`config.mk`:
```
export PLATFORM = sky130hd
export DESIGN_NAME = req_pool8
export DESIGN_NICKNAME = d
export VERILOG_FILES = /design/src/rtl/req_pool8.sv
export SDC_FILE = /design/constraint.sdc
export NUM_CORES = 1
export LEC_CHECK = 0
export ABC_CLOCK_PERIOD_IN_PS = 4700
export BUFFER_PORTS_ARGS = -buffer_cell sky130_fd_sc_hd__buf_2
export CAP_MARGIN = 10
export CORE_UTILIZATION = 50
export DETAILED_ROUTE_END_ITERATION = 8
export PLACE_DENSITY_LB_ADDON = 0.12
export SLEW_MARGIN = 10
export SYNTH_ARGS = -nofsm -noshare
export SYNTH_HDL_FRONTEND = slang
export SYNTH_SLANG_ARGS = --single-unit
```
`constraint.sdc`:
```
create_clock -name clock -period 4.7 [get_ports clock]
set_input_delay 0.47 -clock clock [delete_from_list [all_inputs] [get_ports clock]]
set_output_delay 0.47 -clock clock [all_outputs]
set_load 0.03 [all_outputs]
```
`src/rtl/req_pool8.sv`:
```
// req_pool8: per-client pending-job pool that drives an 8-way grant selector's req vector.
// Optional macro REQ_POOL_AGING_EN presents only starved clients while any client is starved.
module req_pool8 #(
    parameter int CNT_W        = 3,
    parameter int STARVE_LIMIT = 15
) (
    input  logic       clock,
    input  logic       reset,
    input  logic [7:0] push,
    input  logic [7:0] gnt,
    output logic [7:0] req,
    output logic [7:0] done,
    output logic       pending_any,
    output logic [7:0] overflow,
    output logic [7:0] starve,
    output logic       grant_err
);

    localparam logic [CNT_W-1:0] CNT_MAX  = '1;
    localparam logic [CNT_W-1:0] CNT_ONE  = CNT_W'(1);
    localparam logic [7:0]       WAIT_LIM = 8'(STARVE_LIMIT);

    logic [CNT_W-1:0] r_cnt  [8];
    logic [7:0]       r_wait [8];
    logic [7:0]       r_done;
    logic [7:0]       r_overflow;
    logic             r_grant_err;

    logic [7:0] w_raw;
    logic [7:0] w_starve;
    logic [7:0] w_req;
    logic [7:0] w_vld;

    function automatic logic multi_hot(input logic [7:0] v);
        return (v & (v - 8'd1)) != 8'd0;
    endfunction

    function automatic logic [7:0] wait_sat_inc(input logic [7:0] w);
        return (w >= WAIT_LIM) ? WAIT_LIM : w + 8'd1;
    endfunction

    always_comb begin
        w_raw    = '0;
        w_starve = '0;
        for (int i = 0; i < 8; i++) begin
            w_raw[i]    = (r_cnt[i] != '0);
            w_starve[i] = (r_wait[i] == WAIT_LIM);
        end
    end

    // req depends on registered state only, so no gnt->req combinational loop exists
`ifdef REQ_POOL_AGING_EN
    assign w_req = (|w_starve) ? (w_raw & w_starve) : w_raw;
`else
    assign w_req = w_raw;
`endif

    assign w_vld = gnt & w_req;

    always_ff @(posedge clock) begin
        if (reset) begin
            for (int i = 0; i < 8; i++) begin
                r_cnt[i]  <= '0;
                r_wait[i] <= '0;
            end
            r_done      <= '0;
            r_overflow  <= '0;
            r_grant_err <= 1'b0;
        end else begin
            for (int i = 0; i < 8; i++) begin
                // push together with a valid grant leaves the count untouched
                case ({push[i], w_vld[i]})
                    2'b01:   r_cnt[i] <= r_cnt[i] - CNT_ONE;
                    2'b10: begin
                        if (r_cnt[i] == CNT_MAX) r_overflow[i] <= 1'b1;
                        else                     r_cnt[i] <= r_cnt[i] + CNT_ONE;
                    end
                    default: r_cnt[i] <= r_cnt[i];
                endcase

                if (w_vld[i])      r_wait[i] <= '0;
                else if (w_req[i]) r_wait[i] <= wait_sat_inc(r_wait[i]);
                else               r_wait[i] <= '0;
            end
            r_done      <= w_vld;
            r_grant_err <= multi_hot(gnt) | (|(gnt & ~w_req));
        end
    end

    assign req         = w_req;
    assign done        = r_done;
    assign pending_any = |w_raw;
    assign overflow    = r_overflow;
    assign starve      = w_starve;
    assign grant_err   = r_grant_err;

endmodule

```
==> impl_metrics.toml, run 1 <==
[routing]
first_pass_iters = 4
vias = 3351
via_per_inst = 4.70
drt_iter0_drc = 71
ant_nets = 0
post-route-drc-count = 0
wl_per_cell_um = 11.9
drt-total-wl_um = 8490

[power_and_ir_drop]
clkPwrFrac_pct = 23.3
p_switching_mw = 0.653
ir_drop_uv = 154
p_total_mw = 2.19
p_per_area_nw_per_um2 = 366
sw_frac_of_total_pct = 29.8
p_comb_share_pct = 21.1
p_leak_nw = 2.58
pwr-share-seq_pct = 55.6
intPower_mw = 1.54

[layout]
drive_gt1_share_pct = 12.8
stdcell_count = 713
final_common_cell = "conb_1"
synthToLayoutAreaGrowth_pct = 18.1
antenna_cells = 0
fillers = 862
nNetsFinal = 628
final_cell_mix = "96 x conb_1, 88 x edfxtp_1, 51 x buf_2, 48 x a21oi_1, 37 x nor2_1"
design_area_um2 = 5990

[synthesis]
muxShareOfSynthArea_pct = 0.444
synth_top_family_by_area = "simple AND/OR/NAND/NOR gates"
synth-simple-area-share_pct = 14.3
syn_area_um2 = 5080
synth_edf_count = 88
postSynth.asyncResetShare_pct = 0
yosysWarnings = 0
post_synth_inst_count = 428
synthXorXnorAreaFrac_pct = 4.49
yosysUniqueCellTypes = 36
synth_ff_type = "edfxtp_1"
synth_compound_area_share_pct = 9.00
syn_avg_cell_area_um2 = 11.9
yosysSeqAreaShare_pct = 58.8
synthAdderAreaFrac_pct = 9.66
synth-seq-cells = 105

[worst_setup_path]
critPathKind = "reg2reg"
cp_slowest_stage_delay_ps = 480
cp_slowest_cell = "or3_1"
critPathMaxFanout = 5
reg2reg_slack_ps = 1800
cp_data_required_time_ps = 4810
cp-end-kind = "register"
worst_ep_arrival_time_ps = 3010
path_cells = "or3_1 -> nand2_1 -> ha_1 -> or3b_1 -> fa_1 -> xor2_1 -> nor2_1 -> mux2_2"
start_kind = "register"

[timing]
fin_crit_ps = 2900
finClkSkew_ps = 13.2
rsz0062_at_grt = "false"
post-route-period-util_pct = 61.8
maxSlewViolCount = 0
max_freq_ghz = 0.344
tns_ps = 0
hold_violations = 0
setup_viol = 0
whs_ps = 414

[clocking]
clk_pin_slew_ps = 100
post_cts_resized = 0
cts_tree = "yes"
cts_buffers = 9
root_buffer = "clkbuf_8"
cts_setup_buffers = 0
postCtsHoldBufs = 0
clock_latency_ps = 350
cts.sinks = 105
cts-htree-levels = 3
clockBufferDepth = 2

[grt]
grt_use_total_pct = 17.7
grt_pass1_vias = 3286
grt_pass1_wl_um = 14200
antenna_found_initial = 0
grt_overflow = 0
grt_max_degree = 33

[job]
max-cap-violations = 0

[min_path]
min_path_type = "in2reg"

[die]
dieHeight_um = 103
io_pins = 52
die_w_um = 103
start_util_pct = 51.7
die-area_um2 = 10600
coreArea_um2 = 9820
rows = 36

[run_status]
status = "finished clean"

[placement]
dpl_cell_area_um2 = 5820
dp.cells = 697
hpwlAfterDp_um = 6580
io_buffers = 51
gp_congestion = 0.774
power by group through the flow:
stage / sequential (mW) / combinational, mW / clock [mW]
CTS: 1.22 / 0.464 / 0.531
detailed placement: 1.24 / 0.460 / 0
finish: 1.22 / 0.462 / 0.511
global route: 1.24 / 0.525 / 0.567
global placement: 1.24 / 0.442 / 0
floorplan: 1.24 / 0.333 / 0
final cells by class:
cell class                      count  area, µm²  share of cell area, %
Timing Repair Buffer               52        263                   4.38
Tap cell                          133        166                   2.78
Sequential cell                   105       2980                   49.8
Multi-Input combinational cell    375       2290                   38.1
Clock inverter                      3       17.5                  0.292
Clock buffer                       13        159                   2.65
Inverter                           32        120                   2.00
critical path, delay by kind of cell, from the launching register on:
kind	cells	cell delay, ps
XOR/XNOR	1	210
AND/OR/NAND/NOR	4	1110
multiplexers	1	270
flip-flops	1	460
adder cells (fa/ha/maj)	2	610
final timing paths:
path	startpoint	end	depth (start not counted)
worst max-delay path	r_cnt[0][9]	r_cnt[0][11]	8
worst min-delay path	gnt[3]	done[3]	3
worst max register to register	r_cnt[0][9]	r_cnt[0][11]	8
worst min register to register	overflow[5]	overflow[5]	2
Yosys cell counts, types with 4 or more instances:
| master | instances | area share (%) |
|---|---|---|
| a21boi_0 | 4 | 0.59 |
| edfxtp_1 | 88 | 52 |
| nor3_1 | 12 | 1.2 |
| nand3b_1 | 4 | 0.59 |
| nand3_1 | 20 | 2.0 |
| xnor2_1 | 12 | 2.1 |
| or2_2 | 4 | 0.49 |
| inv_1 | 32 | 2.4 |
| o21ai_0 | 4 | 0.39 |
| fa_1 | 7 | 2.8 |
| nand2_1 | 16 | 1.2 |
| or3b_1 | 4 | 0.69 |
| a21oi_1 | 48 | 4.7 |
| o21bai_1 | 12 | 1.8 |
| nor2b_1 | 16 | 2.0 |
| ha_1 | 28 | 6.9 |
| xor2_1 | 14 | 2.4 |
| dfxtp_1 | 17 | 6.7 |
| or3_1 | 8 | 0.99 |
| nor2_1 | 37 | 2.7 |
| and3_1 | 5 | 0.62 |
| clkbuf_1 | 8 | 0.59 |
| or4_1 | 8 | 1.2 |
per-layer routing:
layer	share of wire, %	routed length, µm	vias up	track usage [%]
met5	0	0	-	0
met4	1.3	112	0	6.18
met3	3.8	323	10	4.47
met2	50	4250	46	30.9
met1	45	3810	1569	21.4
li1	-	-	1726	-
registers in the layout, indices dropped and copies added (netlist names):
register and cells:
grant_err 1, overflow 8, r_wait 64, done 8, r_cnt 24
kinds of logic after synthesis:
family,after synthesis
buffers and inverters,42
and+or+nand+nor,139
muxes,2
other,2
adders and majority gates,35
xor gates and xnor gates,26
DFF,105
AOI/OAI and AO/OA,77
stage by stage:
stage                     setup slack, ps  utilization, %
after CTS                            1800            61.0
after global placement               1930            59.3
after detailed placement             1810            59.3
after global routing                 1650            61.0
after floorplan                      1800               -
final                                1800            61.0
Power figures use the tool's default switching activity.
==> run 2: changes to the inputs <==
--- a/config.mk
+++ b/config.mk
@@ -5,7 +5,7 @@
 export SDC_FILE = /design/constraint.sdc
 export NUM_CORES = 1
 export LEC_CHECK = 0
-export ABC_CLOCK_PERIOD_IN_PS = 4700
+export ABC_CLOCK_PERIOD_IN_PS = 2400
 export BUFFER_PORTS_ARGS = -buffer_cell sky130_fd_sc_hd__buf_2
 export CAP_MARGIN = 10
 export CORE_UTILIZATION = 50
==> constraint.sdc (replaced) <==
create_clock -name clock -period 2.4 [get_ports clock]
set_input_delay 0.24 -clock clock [delete_from_list [all_inputs] [get_ports clock]]
set_output_delay 0.24 -clock clock [all_outputs]
set_load 0.03 [all_outputs]
==> impl_metrics.toml, run 2 (same netlist as run 1, synthesis figures left out) <==
[die]
start_util_pct = 51.7
die-area_um2 = 10600
rows = 36
io_pins = 52
coreArea_um2 = 9820
die_w_um = 103
dieHeight_um = 103

[layout]
design_area_um2 = 6640
synthToLayoutAreaGrowth_pct = 30.9
final_common_cell = "conb_1"
top_regs = "r_wait (64), r_cnt (24)"
nNetsFinal = 679
utilization_pct = 67.6
antenna_cells = 0
drive_gt1_share_pct = 26.9
top_register = "r_wait"
largest_reg_flops = 64
final_cell_mix = "96 x conb_1, 88 x edfxtp_1, 51 x buf_2, 51 x buf_4, 48 x a21oi_1"

[run_status]
violations = "setup timing"
status = "complete, but fails checks"

[worst_setup_path]
start_kind = "register"
cp_slowest_cell = "or3_4"
cp_data_required_time_ps = 2500
reg2reg_slack_ps = -80
cp-end-kind = "register"
r2r_cells = 8
r2r-end = "r_cnt[0][11]"
critPathMaxFanout = 2
cp-startpoint = "r_cnt[0][10]"
worst_ep_arrival_time_ps = 2590
path_cells = "or3_4 -> nand2_4 -> ha_4 -> or3b_4 -> fa_2 -> xor2_2 -> nor2_1 -> mux2_4"
cp_slowest_stage_delay_ps = 410
r2r_start = "r_cnt[0][10]"
cp-endpoint = "r_cnt[0][11]"
critPathKind = "reg2reg"

[placement]
hpwlAfterDp_um = 6790
place_ws_ps = -93.9
gp_congestion = 0.826
io_buffers = 51
dpl_cell_area_um2 = 6210

[clocking]
clk_pin_slew_ps = 110
clockBufferDepth = 2
cts-htree-levels = 3
cts_buffers = 9
cts_tree = "yes"
cts.sinks = 105
root_buffer = "clkbuf_8"
clock_latency_ps = 360
postCtsHoldBufs = 0

[power_and_ir_drop]
p_leak_nw = 2.88
ir_drop_uv = 331
p_per_area_nw_per_um2 = 714

[grt]
grt_use_total_pct = 17.9
grt_overflow = 0
grt_max_degree = 31
grt_pass1_vias = 3418
antenna_found_initial = 0
grt_pass1_wl_um = 14500

[timing]
setup_viol = 2
max_freq_ghz = 0.403
maxSlewViolCount = 0
rsz0062_at_grt = "true"
hold_violations = 0
setup_ws_ps = -84.2
post-route-period-util_pct = 104
fin_crit_ps = 2480
finClkSkew_ps = 12.8

[routing]
ant_nets = 0
vias = 3617
via_per_inst = 4.73
post-route-drc-count = 0
drt-total-wl_um = 9050
drt_iter0_drc = 104
wl_per_cell_um = 11.8
first_pass_iters = 7

[min_path]
min_path_type = "in2reg"

[job]
max-cap-violations = 0
run 2: power by group:
| part | total, mW | internal (mW) | switching (mW) |
|---|---|---|---|
| clock | 1.01 | 0.434 | 0.581 |
| sequential | 2.34 | 2.24 | 0.109 |
| combinational | 1.38 | 0.655 | 0.726 |
| total | 4.74 | 3.32 | 1.42 |
run 2: worst min-delay path by stage:
stage,startpoint,to,slack [ps],cells past startpoint
global placement,overflow[2],overflow[2],450,2
CTS,gnt[7],done[7],150,3
global route,gnt[7],done[7],170,3
floorplan,gnt[6],done[6],370,2
detailed placement,overflow[1],overflow[1],460,2
finish,gnt[7],done[7],170,3
run 2: through the flow:
stage,power (mW),hold slack (ps),TNS (ps),instances
finish,4.74,170,-95.9,764
global route,5.02,171,-310,764
CTS,4.63,149,-134,752
detailed placement,3.58,458,-141,732
global placement,3.53,451,-64.8,732
floorplan,3.16,374,-400,522
run 2: worst max-delay path, delay by kind of cell, from the launching register on:
family	cells	cell delay, ps
adders and majority gates	2	490
xor gates and xnor gates	1	190
muxes	1	250
DFF	1	390
and+or+nand+nor	4	920
run 2: what timing repair did:
| action | in CTS | in global routing |
|---|---|---|
| endpoints found under the setup margin | 3 | 12 |
| gates cloned | 0 | 0 |
| pin swaps | 4 | 20 |
| buffers inserted | 4 | 12 |
| hold endpoints to repair | 0 | 0 |
| resized for setup | 3 | 26 |
run 2: metal layers:
| layer | vias to the layer above | share of wire (%) | track usage (%) |
|---|---|---|---|
| met5 | - | 0 | 0 |
| met4 | 0 | 1.3 | 6.07 |
| met3 | 11 | 2.8 | 2.78 |
| met2 | 49 | 50 | 31.5 |
| met1 | 1727 | 46 | 22.5 |
| li1 | 1830 | - | - |
run 2: cell type report:
| type | instances | area (µm²) |
|---|---|---|
| fill | 790 | 3180 |
| sequential | 105 | 2980 |
| multi-input combinational | 375 | 2530 |
| timing repair buffer | 103 | 658 |
| tap | 133 | 166 |
| clock buffer | 12 | 155 |
| inverter | 32 | 120 |
| clock inverter | 4 | 27.5 |
==> run 3: changes to the inputs <==
--- a/config.mk
+++ b/config.mk
@@ -8,6 +8,7 @@
 export ABC_CLOCK_PERIOD_IN_PS = 2400
 export BUFFER_PORTS_ARGS = -buffer_cell sky130_fd_sc_hd__buf_2
 export CAP_MARGIN = 10
+export CORE_ASPECT_RATIO = 2
 export CORE_UTILIZATION = 50
 export DETAILED_ROUTE_END_ITERATION = 8
 export PLACE_DENSITY_LB_ADDON = 0.12
==> impl_metrics.toml, run 3 (same netlist as run 1, synthesis figures left out) <==
[worst_setup_path]
cp-end-kind = "register"
cp-startpoint = "r_cnt[0][9]"
cp_slowest_cell = "or3_4"
reg2reg_slack_ps = -50
cp_data_required_time_ps = 2510
worst_ep_arrival_time_ps = 2550
cp_slowest_stage_delay_ps = 420
cp-endpoint = "r_cnt[0][11]"
path_cells = "or3_4 -> nand2_4 -> ha_4 -> or3b_4 -> fa_2 -> xor2_2 -> nor2_1 -> mux2_2"
start_kind = "register"
critPathMaxFanout = 2
critPathKind = "reg2reg"
r2r_start = "r_cnt[0][9]"
r2r_cells = 8
r2r-end = "r_cnt[0][11]"

[clocking]
cts_buffers = 9
clockBufferDepth = 2
clk_pin_slew_ps = 70
cts-htree-levels = 3
root_buffer = "clkbuf_16"
clock_latency_ps = 350
cts.sinks = 105
cts_tree = "yes"

[die]
start_util_pct = 51.7
io_pins = 52
die_w_um = 73.2
coreArea_um2 = 9830
die-area_um2 = 10600
dieHeight_um = 144
rows = 51

[layout]
seqCellArea_um2 = 2980
multi_input_area_um2 = 2540
nNetsFinal = 690
synthToLayoutAreaGrowth_pct = 34.6
final_cell_mix = "96 x conb_1, 88 x edfxtp_1, 63 x buf_4, 51 x buf_2, 47 x a21oi_1"
top_register = "r_wait"
stdcell_count = 774
final_common_cell = "conb_1"
top_regs = "r_wait (64), r_cnt (24)"
antenna_cells = 0
largest_reg_flops = 64
fillers = 803
drive_gt1_share_pct = 28.3

[placement]
place_ws_ps = -105
io_buffers = 51
gp_congestion = 0.834
hpwlAfterDp_um = 7320
dp.cells = 737

[timing]
maxSlewViolCount = 0
setup_viol = 2
hold_violations = 0
post-route-period-util_pct = 102
max_freq_ghz = 0.409
setup_ws_ps = -45.9
rsz0062_at_grt = "true"
fin_crit_ps = 2450
whs_ps = 206
finClkSkew_ps = 8.20
tns_ps = -83.1

[run_status]
status = "complete, but fails checks"
violations = "setup timing"

[grt]
grt_pass1_vias = 3781
antenna_found_initial = 0
grt_pass1_wl_um = 15700
grt_overflow = 0
grt_use_total_pct = 19.9
grt_max_degree = 20

[power_and_ir_drop]
p_per_area_nw_per_um2 = 766
ir_drop_uv = 471
p_leak_nw = 2.98

[routing]
vias = 3696
post-route-drc-count = 0
routed-wl-met2_um = 5620
drt_iter0_drc = 89
first_pass_iters = 4
ant_nets = 0
highest_layer = "met4"
wl_per_cell_um = 12.4
drt-total-wl_um = 9630
via_per_inst = 4.78
drt-met1-wl_um = 3430
dr_wl_met3_um = 359

[job]
max-cap-violations = 0

[min_path]
min_path_type = "in2reg"
## run 3: cell count changes in the layout (fill, tap and decap cells not counted), sizes merged
cell	change
inv	+2
clkinv	+1
clkbuf	-2
buf	+11
clkinvlp	-1
## run 3: power by group
part	total (mW)	leakage (nW)	switching (mW)	internal (mW)
Combinational	1.44	1.81	0.750	0.693
Sequential	2.36	1.03	0.120	2.24
Clock	1.43	0.144	0.676	0.755
## run 3: worst min path at each step
stage	startpoint	endpoint	slack [ps]	cells after the start
floorplan	gnt[6]	done[6]	370	2
global placement	overflow[2]	overflow[2]	450	2
detailed placement	overflow[2]	overflow[2]	450	2
CTS	gnt[0]	done[0]	190	3
global route	gnt[0]	done[0]	210	3
finish	gnt[2]	done[2]	210	3
## run 3: cell type report
| cell class | count | area share [%] |
|---|---|---|
| clock buffer | 10 | 3.50 |
| clock inverter | 6 | 0.897 |
| inverter | 32 | 1.76 |
| multi-input combinational | 375 | 37.1 |
| sequential | 105 | 43.7 |
| tap | 132 | 2.42 |
| timing repair buffer | 114 | 10.7 |
## run 3: layer usage
layer / global-route usage, % / vias up
met1: 18.6 / 1758
met5: 0 / -
met3: 4.53 / 18
met2: 38.8 / 71
li1: - / 1849
met4: 8.98 / 0
## run 3: through the flow
| step | cell area, µm² | power (mW) | utilization, % |
|---|---|---|---|
| global placement | 6240 | 3.56 | 63.5 |
| global route | 6830 | 5.51 | 69.5 |
| CTS | 6640 | 5.14 | 67.5 |
| detailed placement | 6240 | 3.62 | 63.5 |
| finish | 6830 | 5.23 | 69.5 |
| floorplan | 5570 | 3.16 | - |
## run 3: what timing repair did
action / 4_1_cts / 5_1_grt
pin swaps: 10 / 15
endpoints found under the setup margin: 5 / 8
buffers inserted: 9 / 12
gates resized for setup: 6 / 22
hold buffers: 0 / 0
## run 3: critical path, delay by kind of cell, from the launching register on
| family | cells | cell delay [ps] |
|---|---|---|
| xor gates and xnor gates | 1 | 160 |
| muxes | 1 | 250 |
| adders and majority gates | 2 | 480 |
| and+or+nand+nor | 4 | 930 |
| DFF | 1 | 390 |
